**src/rtl/memory_arbiter.sv**
```systemverilog
// ---------------------------------------------------------------------------
// memory_arbiter
//
// Round-robin arbiter that gives NUM_CLIENTS requesters exclusive, one-at-a-
// time access to a single shared memory port. The memory behind the port is a
// single-port block RAM with a one-cycle registered read.
//
// Ports
//   clk            : single clock, everything on the rising edge
//   reset          : synchronous, active-high
//   requests       : bit i = client i wants the memory
//   grants         : bit i = client i owns the memory (registered, one-hot/zero)
//   addresses      : client i address in [i*ADDR_WIDTH +: ADDR_WIDTH]
//   readWrites     : client i direction, 1 = read, 0 = write
//   clientData     : client i write data in [i*DATA_WIDTH +: DATA_WIDTH]
//   dataToClients  : memory read data broadcast to every client
//   memAddress     : address of the current owner, 0 with no owner
//   memWriteEnable : write strobe to the memory
//   memDataOut     : write data of the current owner, 0 with no owner
//   memDataIn      : memory read data, valid one cycle after the address
//   timeoutFlag    : sticky, set by any forced release, cleared by reset
// ---------------------------------------------------------------------------
module memory_arbiter #(
  parameter int NUM_CLIENTS = 4,
  parameter int ADDR_WIDTH  = 8,
  parameter int DATA_WIDTH  = 32,
  parameter int MAX_HOLD    = 16
) (
  input  logic                              clk,
  input  logic                              reset,
  input  logic [NUM_CLIENTS-1:0]            requests,
  output logic [NUM_CLIENTS-1:0]            grants,
  input  logic [NUM_CLIENTS*ADDR_WIDTH-1:0] addresses,
  input  logic [NUM_CLIENTS-1:0]            readWrites,
  input  logic [NUM_CLIENTS*DATA_WIDTH-1:0] clientData,
  output logic [DATA_WIDTH-1:0]             dataToClients,
  output logic [ADDR_WIDTH-1:0]             memAddress,
  output logic                              memWriteEnable,
  output logic [DATA_WIDTH-1:0]             memDataOut,
  input  logic [DATA_WIDTH-1:0]             memDataIn,
  output logic                              timeoutFlag
);

  localparam int OW = (NUM_CLIENTS > 1) ? $clog2(NUM_CLIENTS) : 1;
  localparam int HW = $clog2(MAX_HOLD) + 1;

  localparam logic [1:0] ST_IDLE    = 2'd0;
  localparam logic [1:0] ST_GRANTED = 2'd1;
  localparam logic [1:0] ST_RELEASE = 2'd2;

  localparam logic [OW-1:0]          LAST_CLIENT = OW'(NUM_CLIENTS - 1);
  localparam logic [HW-1:0]          HOLD_LIMIT  = HW'(MAX_HOLD - 1);
  localparam logic [NUM_CLIENTS-1:0] ONE_HOT0    = {{(NUM_CLIENTS-1){1'b0}}, 1'b1};

  // -------------------------------------------------------------------------
  // State
  // -------------------------------------------------------------------------
  logic [1:0]             state_q,      state_d;
  logic [OW-1:0]          owner_q,      owner_d;
  logic [OW-1:0]          last_owner_q, last_owner_d;
  logic [HW-1:0]          hold_q,       hold_d;
  logic [NUM_CLIENTS-1:0] grants_q,     grants_d;
  logic                   timeout_q,    timeout_d;

  // -------------------------------------------------------------------------
  // Per-client views of the packed buses
  // -------------------------------------------------------------------------
  logic [ADDR_WIDTH-1:0] addr_arr [NUM_CLIENTS];
  logic [DATA_WIDTH-1:0] data_arr [NUM_CLIENTS];

  genvar gi;
  generate
    for (gi = 0; gi < NUM_CLIENTS; gi++) begin : g_unpack
      assign addr_arr[gi] = addresses[gi*ADDR_WIDTH +: ADDR_WIDTH];
      assign data_arr[gi] = clientData[gi*DATA_WIDTH +: DATA_WIDTH];
    end
  endgenerate

  // -------------------------------------------------------------------------
  // Round-robin search
  //
  // Candidate gi is the client (gi+1) places after the previous owner,
  // wrapping modulo NUM_CLIENTS. Candidate 0 has the highest priority, so the
  // previous owner itself (candidate NUM_CLIENTS-1) is considered last.
  // -------------------------------------------------------------------------
  logic [OW-1:0]          cand_idx  [NUM_CLIENTS];
  logic [NUM_CLIENTS-1:0] cand_req;
  logic [OW-1:0]          chain_idx [NUM_CLIENTS+1];
  logic                   pick_valid;
  logic [OW-1:0]          pick_idx;

  generate
    for (gi = 0; gi < NUM_CLIENTS; gi++) begin : g_cand
      logic [OW:0] sum;
      assign sum           = {1'b0, last_owner_q} + (OW+1)'(gi + 1);
      assign cand_idx[gi]  = (sum >= (OW+1)'(NUM_CLIENTS))
                             ? OW'(sum - (OW+1)'(NUM_CLIENTS))
                             : sum[OW-1:0];
      assign cand_req[gi]  = requests[cand_idx[gi]];
    end

    // Priority chain: the lowest-numbered requesting candidate wins.
    assign chain_idx[NUM_CLIENTS] = last_owner_q;
    for (gi = 0; gi < NUM_CLIENTS; gi++) begin : g_chain
      assign chain_idx[gi] = cand_req[gi] ? cand_idx[gi] : chain_idx[gi+1];
    end
  endgenerate

  assign pick_valid = |cand_req;
  assign pick_idx   = chain_idx[0];

  // -------------------------------------------------------------------------
  // Owner view
  // -------------------------------------------------------------------------
  logic granted;
  logic owner_req;
  logic owner_rd;

  assign granted   = (state_q == ST_GRANTED);
  assign owner_req = requests[owner_q];
  assign owner_rd  = readWrites[owner_q];

  // -------------------------------------------------------------------------
  // Next-state logic
  // -------------------------------------------------------------------------
  always_comb begin
    state_d      = state_q;
    owner_d      = owner_q;
    last_owner_d = last_owner_q;
    hold_d       = hold_q;
    grants_d     = grants_q;
    timeout_d    = timeout_q;

    case (state_q)
      ST_IDLE: begin
        if (pick_valid) begin
          owner_d  = pick_idx;
          grants_d = ONE_HOT0 << pick_idx;
          hold_d   = '0;
          state_d  = ST_GRANTED;
        end
      end

      ST_GRANTED: begin
        if (!owner_req) begin
          // Voluntary release.
          grants_d     = '0;
          last_owner_d = owner_q;
          state_d      = ST_RELEASE;
        end else if (hold_q == HOLD_LIMIT) begin
          // Owner has held the port MAX_HOLD cycles: take it away.
          grants_d     = '0;
          last_owner_d = owner_q;
          timeout_d    = 1'b1;
          state_d      = ST_RELEASE;
        end else begin
          hold_d = hold_q + 1'b1;
        end
      end

      ST_RELEASE: begin
        // One guaranteed cycle with every grant low between owners.
        state_d = ST_IDLE;
      end

      default: begin
        grants_d = '0;
        state_d  = ST_IDLE;
      end
    endcase
  end

  // -------------------------------------------------------------------------
  // Registers
  // -------------------------------------------------------------------------
  always_ff @(posedge clk) begin
    if (reset) begin
      state_q      <= ST_IDLE;
      owner_q      <= '0;
      last_owner_q <= LAST_CLIENT;   // client 0 is searched first after reset
      hold_q       <= '0;
      grants_q     <= '0;
      timeout_q    <= 1'b0;
    end else begin
      state_q      <= state_d;
      owner_q      <= owner_d;
      last_owner_q <= last_owner_d;
      hold_q       <= hold_d;
      grants_q     <= grants_d;
      timeout_q    <= timeout_d;
    end
  end

  // -------------------------------------------------------------------------
  // Memory port mux
  //
  // The write strobe also looks at the live request bit, so an owner that
  // drops its request cannot produce a write in its trailing grant cycle.
  // -------------------------------------------------------------------------
  assign memAddress     = granted ? addr_arr[owner_q] : '0;
  assign memDataOut     = granted ? data_arr[owner_q] : '0;
  assign memWriteEnable = granted & owner_req & ~owner_rd;

  assign dataToClients  = memDataIn;
  assign grants         = grants_q;
  assign timeoutFlag    = timeout_q;

endmodule

```
**config.mk**
```make
export PLATFORM = sky130hd
export DESIGN_NAME = memory_arbiter
export DESIGN_NICKNAME = d
export VERILOG_FILES = /design/src/rtl/memory_arbiter.sv
export SDC_FILE = /design/constraint.sdc
export NUM_CORES = 1
export LEC_CHECK = 0
export ABC_CLOCK_PERIOD_IN_PS = 3800
export BUFFER_PORTS_ARGS = -buffer_cell sky130_fd_sc_hd__clkbuf_2
export CORE_AREA = 2 2 108 110
export CTS_CLUSTER_SIZE = 14
export DETAILED_ROUTE_END_ITERATION = 10
export DIE_AREA = 0 0 110 112
export GPL_TIMING_DRIVEN = 0
export PLACE_DENSITY = 0.54
export SLEW_MARGIN = 20
export SYNTH_ARGS = -nofsm -noshare
export SYNTH_HDL_FRONTEND = slang
export SYNTH_SLANG_ARGS = --single-unit
```
**constraint.sdc**
```tcl
create_clock -name clk -period 3.8 [get_ports clk]
set_clock_uncertainty 0.1 [all_clocks]
set_input_delay 0.57 -clock clk [delete_from_list [all_inputs] [get_ports clk]]
set_output_delay 0.57 -clock clk [all_outputs]
set_load 0.01 [all_outputs]
```
* After elaboration in Yosys (flattened, before gate mapping) *
Index checks and enable logic that the tools add are counted.

operators by class
  magnitude comparators = 10
  $add $sub $neg = 9
  muxes and demuxes = 42
  shifts and indexed selects = 1
  equality and inequality tests = 8
  bitwise logic cells = 5
  reduce and logical (&&, ||, !) cells = 9

operators by type and width
  kind                                                   count
  2-to-1 mux 32 bit                                      3
  binary-select mux 32 bit (select 2 bit)                1
  2-to-1 mux 2 bit                                       13
  2-to-1 mux 8 bit                                       3
  binary-select mux 8 bit (select 2 bit)                 1
  >= comparator 3 bit, second input constant             5
  < comparator 2 x 3 -> 1 bit, second input constant     5
  2-to-1 mux 5 bit                                       3
  binary-select mux 1 bit (select 2 bit)                 6
  2-to-1 mux 4 bit                                       3
  one-hot mux 4 bit (3 select lines)                     1
  one-hot mux 5 bit (2 select lines)                     1
  subtractor 2 x 1 -> 2 bit, second input constant       4
  adder 2 x 2 -> 3 bit, second input constant            2
  2-to-1 mux 1 bit                                       6
  AND reduction 2 bit                                    3
  AND reduction 3 bit                                    2
  adder 5 x 1 -> 5 bit, second input constant            1
  == test 5 x 4 -> 1 bit, second input constant          1
  inequality test 2 x 1 -> 1 bit, second input constant  2
  inequality test 2 bit, second input constant           2
  one-hot mux 2 bit (2 select lines)                     1
  AND reduction 4 bit                                    1
  OR reduction 4 bit                                     1
  11 further kinds                                       13

word-level totals
  register bits after elaboration = 16
  output and inout bits = 78
  logic and storage cells = 90
  input bits = 202

* Depth between registers and ports, before layout *
Gate-level depths: netlist (run 1).

  depth in word-level cells = 12
  mapped depth = 7
  mapped depth without buffers = 7

* Least setup slack after synthesis (run 1) *
OpenSTA, ideal clock, no wires.

  path type = reg-to-output
  start point = register owner_q[0]
  end point = output memAddress[0]
  arrival time = 1508 ps
  path buffers = 2
  data required time = 3130 ps
  stages on the path, launching flop included = 5
  slack = 1622 ps
  cells stage by stage = dfxtp_1 > buf_2 > buf_2 > mux4_2 > and2_1

on the way
  longest elaborated chain between the ends = 5

RTL lines
  element                                               line  RTL
  start: declaration                                    59    logic [OW-1:0] owner_q, owner_d;
  start signal: assignment                              186   owner_q <= owner_d;
  inverter 2 -> 3 bit (implied by the code)             200   assign memAddress = granted ? addr_arr[owner_q] : '0;
  binary-select mux 8 bit (select 2 bit)                200
  2-to-1 mux 8 bit (implied by the code) (2 in series)  200
  2-to-1 mux 8 bit                                      200
  end: declaration                                      37    output logic [ADDR_WIDTH-1:0] memAddress,

No other way between the ends. The select of a mux whose other input is x is not followed.

* Final worst setup path (run 1) *
  start point = register owner_q[0]
  end point = output memDataOut[26]

on the way
  longest elaborated chain between the ends = 5

RTL lines
  element                                                line  RTL
  inverter 2 -> 3 bit (implied by the code)              201   assign memDataOut = granted ? data_arr[owner_q] : '0;
  binary-select mux 32 bit (select 2 bit)                201
  2-to-1 mux 32 bit (implied by the code) (2 in series)  201
  2-to-1 mux 32 bit                                      201
  end: declaration                                       39    output logic [DATA_WIDTH-1:0] memDataOut,

No other way between the ends. The select of a mux whose other input is x is not followed.

==> impl_metrics.toml, run 1 <==
[cts]
path_clk_slew_ns = 0.05
cts_sinks = 16
cts_hold_buf = 0
cts_tree = "yes"
cts_resized = 0
cts_buffers = 3
cts_setup_buffers = 0
clk_latency_ns = 0.25
clockRootBuffer = "clkbuf_16"
cts_buffer_depth = 2
cts_htree_levels = 1

[grt]
grt_pass1_vias = 2705
grt_start_max_net_pins = 11
antenna_found_initial = 1
grt_pass1_wl_um = 13700
grt_usage = 0.143
overflow = 0

[floorplanning]
start_util = 0.208
die_w_um = 110
die_area_um2 = 12300
core-area_um2 = 11200
die_h_um = 112
pin_count = 280
num_rows = 39

[cells_and_area]
layout.nets = 674
fill_cells = 1190
final_cell_mix = "247 x clkbuf_2, 42 x mux4_2, 40 x and2_1"
syn_to_final_growth_pct = 64.9
drive_gt1_frac = 0.718
final_common_cell = "clkbuf_2"

[logic_synthesis]
synth-seq-area-share = 0.138
yosys.area_share.xor_xnor = 0
synth_top_family_by_area = "multiplexers"
synth.largest_area_cell = "mux4_2"
ys_ff_latch = 16
synth-adder-area-share = 0.0162
yosysTopAreaCellShare = 0.408
synth_nets = 422
syn_inst = 217
synth_cell_types = 40
synth-simple-area-share = 0.187
async_flop_share = 0
synth_compound_area_frac = 0.0982
synth_edf_count = 0
ys_warn_count = 0
synthesis.area_um2 = 2320
syn-mean-instance-area_um2 = 10.7
synth_area_leaders = "mux4_2 41%, dfxtp_1 14%, and2_1 11%, buf_4 11%, a32o_1 1.7%"
ys.flop_type = "dfxtp_1"
synth.mux.area_fraction = 0.417

[placed_design]
dp_hpwl_um = 8450
numPortBuffers = 247
gp_congestion = 0.799

[run]
drv_cap = 0

[sta]
setup_viol = 0
finalSetupTns_ns = 0
period_share = 0.719
grt_setup_unrepaired = "false"
fin_crit_ns = 2.73
timing.fmax_mhz = 366
tightest_slew_ns = 0.708
hold_viol = 0
relSlewSlack = 0.528
slew_violations = 0

[power]
power_density_nw_per_um2 = 277
p_leak_nw = 1.96
ir_worst_vdd_v = 0.000187
power_mw = 1.06

[worst_setup_path]
path_class = "flip-flop to primary output"
cp.required_ns = 3.13
worst_setup_path_start_kind = "flip-flop"
critPathArrivalTime_ns = 2.06
crit_path_end_kind = "primary output"
path_max_fanout = 10

[drt]
drc = 0
wl_um = 9570
dr.first_iter.drc_count = 137
dr.pass1.iters = 4
via_count = 2746
ant_nets = 0
drt-wirelength-per-cell_um = 15.6
via_per_inst = 4.49

[min_path]
hold_path.class = "flip-flop to flip-flop"

[outcome]
outcome = "complete, no violations"
## report_power, final
part           internal, mW  switching, mW  total, mW
sequential            0.183         0.0142      0.197
combinational         0.348          0.280      0.628
clock                 0.160         0.0732      0.234
total                 0.691          0.368       1.06
## area by class of cell
type / instances / area [µm²] / area share
Multi-Input combinational cell: 149 / 1670 / 0.436
Inverter: 4 / 15.0 / 0.00392
Clock buffer: 4 / 88.8 / 0.0232
Antenna cell: 1 / 2.50 / 0.000654
Timing Repair Buffer: 247 / 1240 / 0.323
Buffer: 48 / 318 / 0.0831
Tap cell: 143 / 179 / 0.0468
Sequential cell: 16 / 320 / 0.0837
## synth_stat cells (all sizes together) (2+ instances only)
cell      n
and2     40
o2bb2ai   2
nand3     3
nand2b    2
inv       4
dfxtp    16
a21oi     3
a32o      4
nor2     10
and3      2
a211oi    2
a211o     3
buf      39
nor3      5
nor2b     3
mux4     42
clkbuf    9
o21ai     4
nand2     4
ha        3
## logic make-up after synthesis
family | count (synthesis)
flip-flops | 16
buffers and inverters | 52
adder cells (fa/ha/maj) | 3
AO/OA/AOI/OAI | 27
AND/OR/NAND/NOR | 75
multiplexers | 44
## critical path: stages, from the launching register on
cell and delay [ns]:
dfxtp_1 0.30, buf_2 0.26, buf_2 0.37, mux4_2 0.57, and2_1 0.17, clkbuf_2 0.13
## final timing paths
kind	start	to	slack (ns)	depth (start not counted)
setup / recovery	owner_q[0]	memDataOut[26]	1.07	5
hold / removal	timeoutFlag	timeoutFlag	0.36	2
setup reg to reg	hold_q[0]	hold_q[3]	1.89	6
hold reg to reg	timeoutFlag	timeoutFlag	0.36	2
## registers in the layout (all words and copies together), names as in the netlist
register	count
hold_q	5
grants	4
last_owner_q	2
owner_q	2
state_q	2
timeoutFlag	1
## routing by layer
layer	up-vias	wire length, µm	GRT usage
li1	1307	-	-
met1	1311	3620	0.171
met2	123	4990	0.260
met3	5	911	0.0293
met4	0	50	0.0262
met5	-	0	0
## stage by stage
step	cells	hold WS (ns)	worst slack, ns	cell area (µm²)	utilization
detailed placement	607	0.357	1.28	3730	0.334
global placement	607	0.349	1.29	3730	0.334
global route	611	0.393	0.910	3820	0.342
floorplan	217	0.332	1.62	2320	-
finish	612	0.364	1.07	3830	0.342
CTS	611	0.374	1.00	3820	0.342
(Power assumes the default switching activity.)
==> run 2, diff against run 1 <==
ABC_CLOCK_PERIOD_IN_PS = 2620   (was 3800)
clock period = 2.62 ns   (was 3.8 ns; I/O delays follow)
==> impl_metrics.toml, run 2 (synthesis results as in run 1) <==
[cells_and_area]
regMostFlops = "hold_q"
layout.nets = 674
final_cell_mix = "247 x clkbuf_2, 42 x mux4_2, 40 x and2_1"
syn_to_final_growth_pct = 65.3
final_util = 0.343
largest_reg_flops = 5
drive_gt1_frac = 0.718
fill_cells = 1191
final_common_cell = "clkbuf_2"

[worst_setup_path]
path_max_fanout = 10
r2r_cells = 6
crit_path_end_kind = "primary output"
worst_setup_path_start_kind = "flip-flop"
rr_endpoint = "hold_q[3]"
critPathArrivalTime_ns = 2.00
critPathCapture = "memAddress[5]"
cp-startpoint = "owner_q[0]"
cp.required_ns = 2.13
path_class = "flip-flop to primary output"
r2r_setup_slack_ns = 0.71
r2r_start = "hold_q[0]"

[sta]
setup_viol = 0
tightest_slew_ns = 0.708
period_share = 0.950
grt_setup_unrepaired = "false"
hold_ws_ns = 0.364
finalSetupTns_ns = 0
slew_violations = 0
fin_crit_ns = 2.49
timing.fmax_mhz = 402
hold_viol = 0
relSlewSlack = 0.528

[cts]
cts_sinks = 16
cts_buffers = 3
cts_buffer_depth = 2
cts_hold_buf = 0
clk_latency_ns = 0.25
cts_tree = "yes"
cts_htree_levels = 1
clockRootBuffer = "clkbuf_16"
path_clk_slew_ns = 0.05

[drt]
via_count = 2746
dr.first_iter.drc_count = 137
drc = 0
drt-wirelength-per-cell_um = 15.6
via_per_inst = 4.49
wl_um = 9570
ant_nets = 0
dr.pass1.iters = 4

[min_path]
hp-start = "timeoutFlag"
hold_path.class = "flip-flop to flip-flop"

[placed_design]
numPortBuffers = 247
gp_congestion = 0.799
dp_hpwl_um = 8450

[floorplanning]
core-area_um2 = 11200
num_rows = 39
pin_count = 280
die_area_um2 = 12300
die_w_um = 110
die_h_um = 112
start_util = 0.208

[grt]
antenna_found_initial = 1
grt_pass1_wl_um = 13700
overflow = 0
grt_pass1_vias = 2705
grt_start_max_net_pins = 11
grt_usage = 0.143

[outcome]
outcome = "complete, no violations"

[power]
power_density_nw_per_um2 = 402
p_leak_nw = 1.96
ir_worst_vdd_v = 0.000271

[run]
drv_cap = 0
[run 2: cell count changes in the layout (fill, tap and decap cells not counted)]
cell	change
buf_2	-3
buf_4	+1
clkbuf_4	+2
[run 2: final cells by class]
class                   instances  area (µm²)  area share
plain buffers                  48         325      0.0849
multi-input cells             149        1670       0.435
repair buffers                247        1240       0.322
diodes                          1        2.50    0.000653
flip-flops and latches         16         320      0.0836
clock buffers                   4        88.8      0.0232
well taps                     143         179      0.0467
inverters                       4        15.0     0.00392
[run 2: routing by layer]
layer / GRT usage / up-vias / routed length [µm]
li1: - / 1307 / -
met1: 0.171 / 1311 / 3620
met2: 0.260 / 123 / 4990
met3: 0.0293 / 5 / 911
met4: 0.0262 / 0 / 50
met5: 0 / - / 0
[run 2: what timing repair did]
action | CTS | global route
gates resized for setup | 1 | 2
setup endpoints to repair | 1 | 20
buffers inserted | 0 | 0
[run 2: power by group]
| part | total [mW] | switching (mW) | internal (mW) |
|---|---|---|---|
| Combinational | 0.915 | 0.407 | 0.508 |
| Sequential | 0.286 | 0.0207 | 0.266 |
| Clock | 0.339 | 0.106 | 0.233 |
| Total | 1.54 | 0.534 | 1.01 |
[run 2: critical path, cell delays in order, from the launching register on]
cell and delay (ns):
dfxtp_1 0.30, buf_2 0.26, clkbuf_4 0.33, mux4_2 0.55
and2_1 0.17, clkbuf_2 0.12
[run 2: how the worst min path moves through the flow]
stage / to / slack [ns] / cells after the start
floorplan: hold_q[4] / 0.33 / 1
finish: timeoutFlag / 0.36 / 2
CTS: grants[3] / 0.37 / 1
global placement: hold_q[4] / 0.35 / 1
detailed placement: grants[0] / 0.36 / 1
global route: hold_q[4] / 0.39 / 1
[run 2: stage by stage]
stage          std cells  area, µm²  power, mW  worst slack [ns]
6_report             612       3830       1.54             0.130
4_1_cts              611       3830       1.56           0.00772
3_3_place_gp         607       3730       1.20             0.288
2_1_floorplan        217       2320      0.861             0.619
5_1_grt              611       3830       1.64           0.00132
3_5_place_dp         607       3730       1.21             0.274
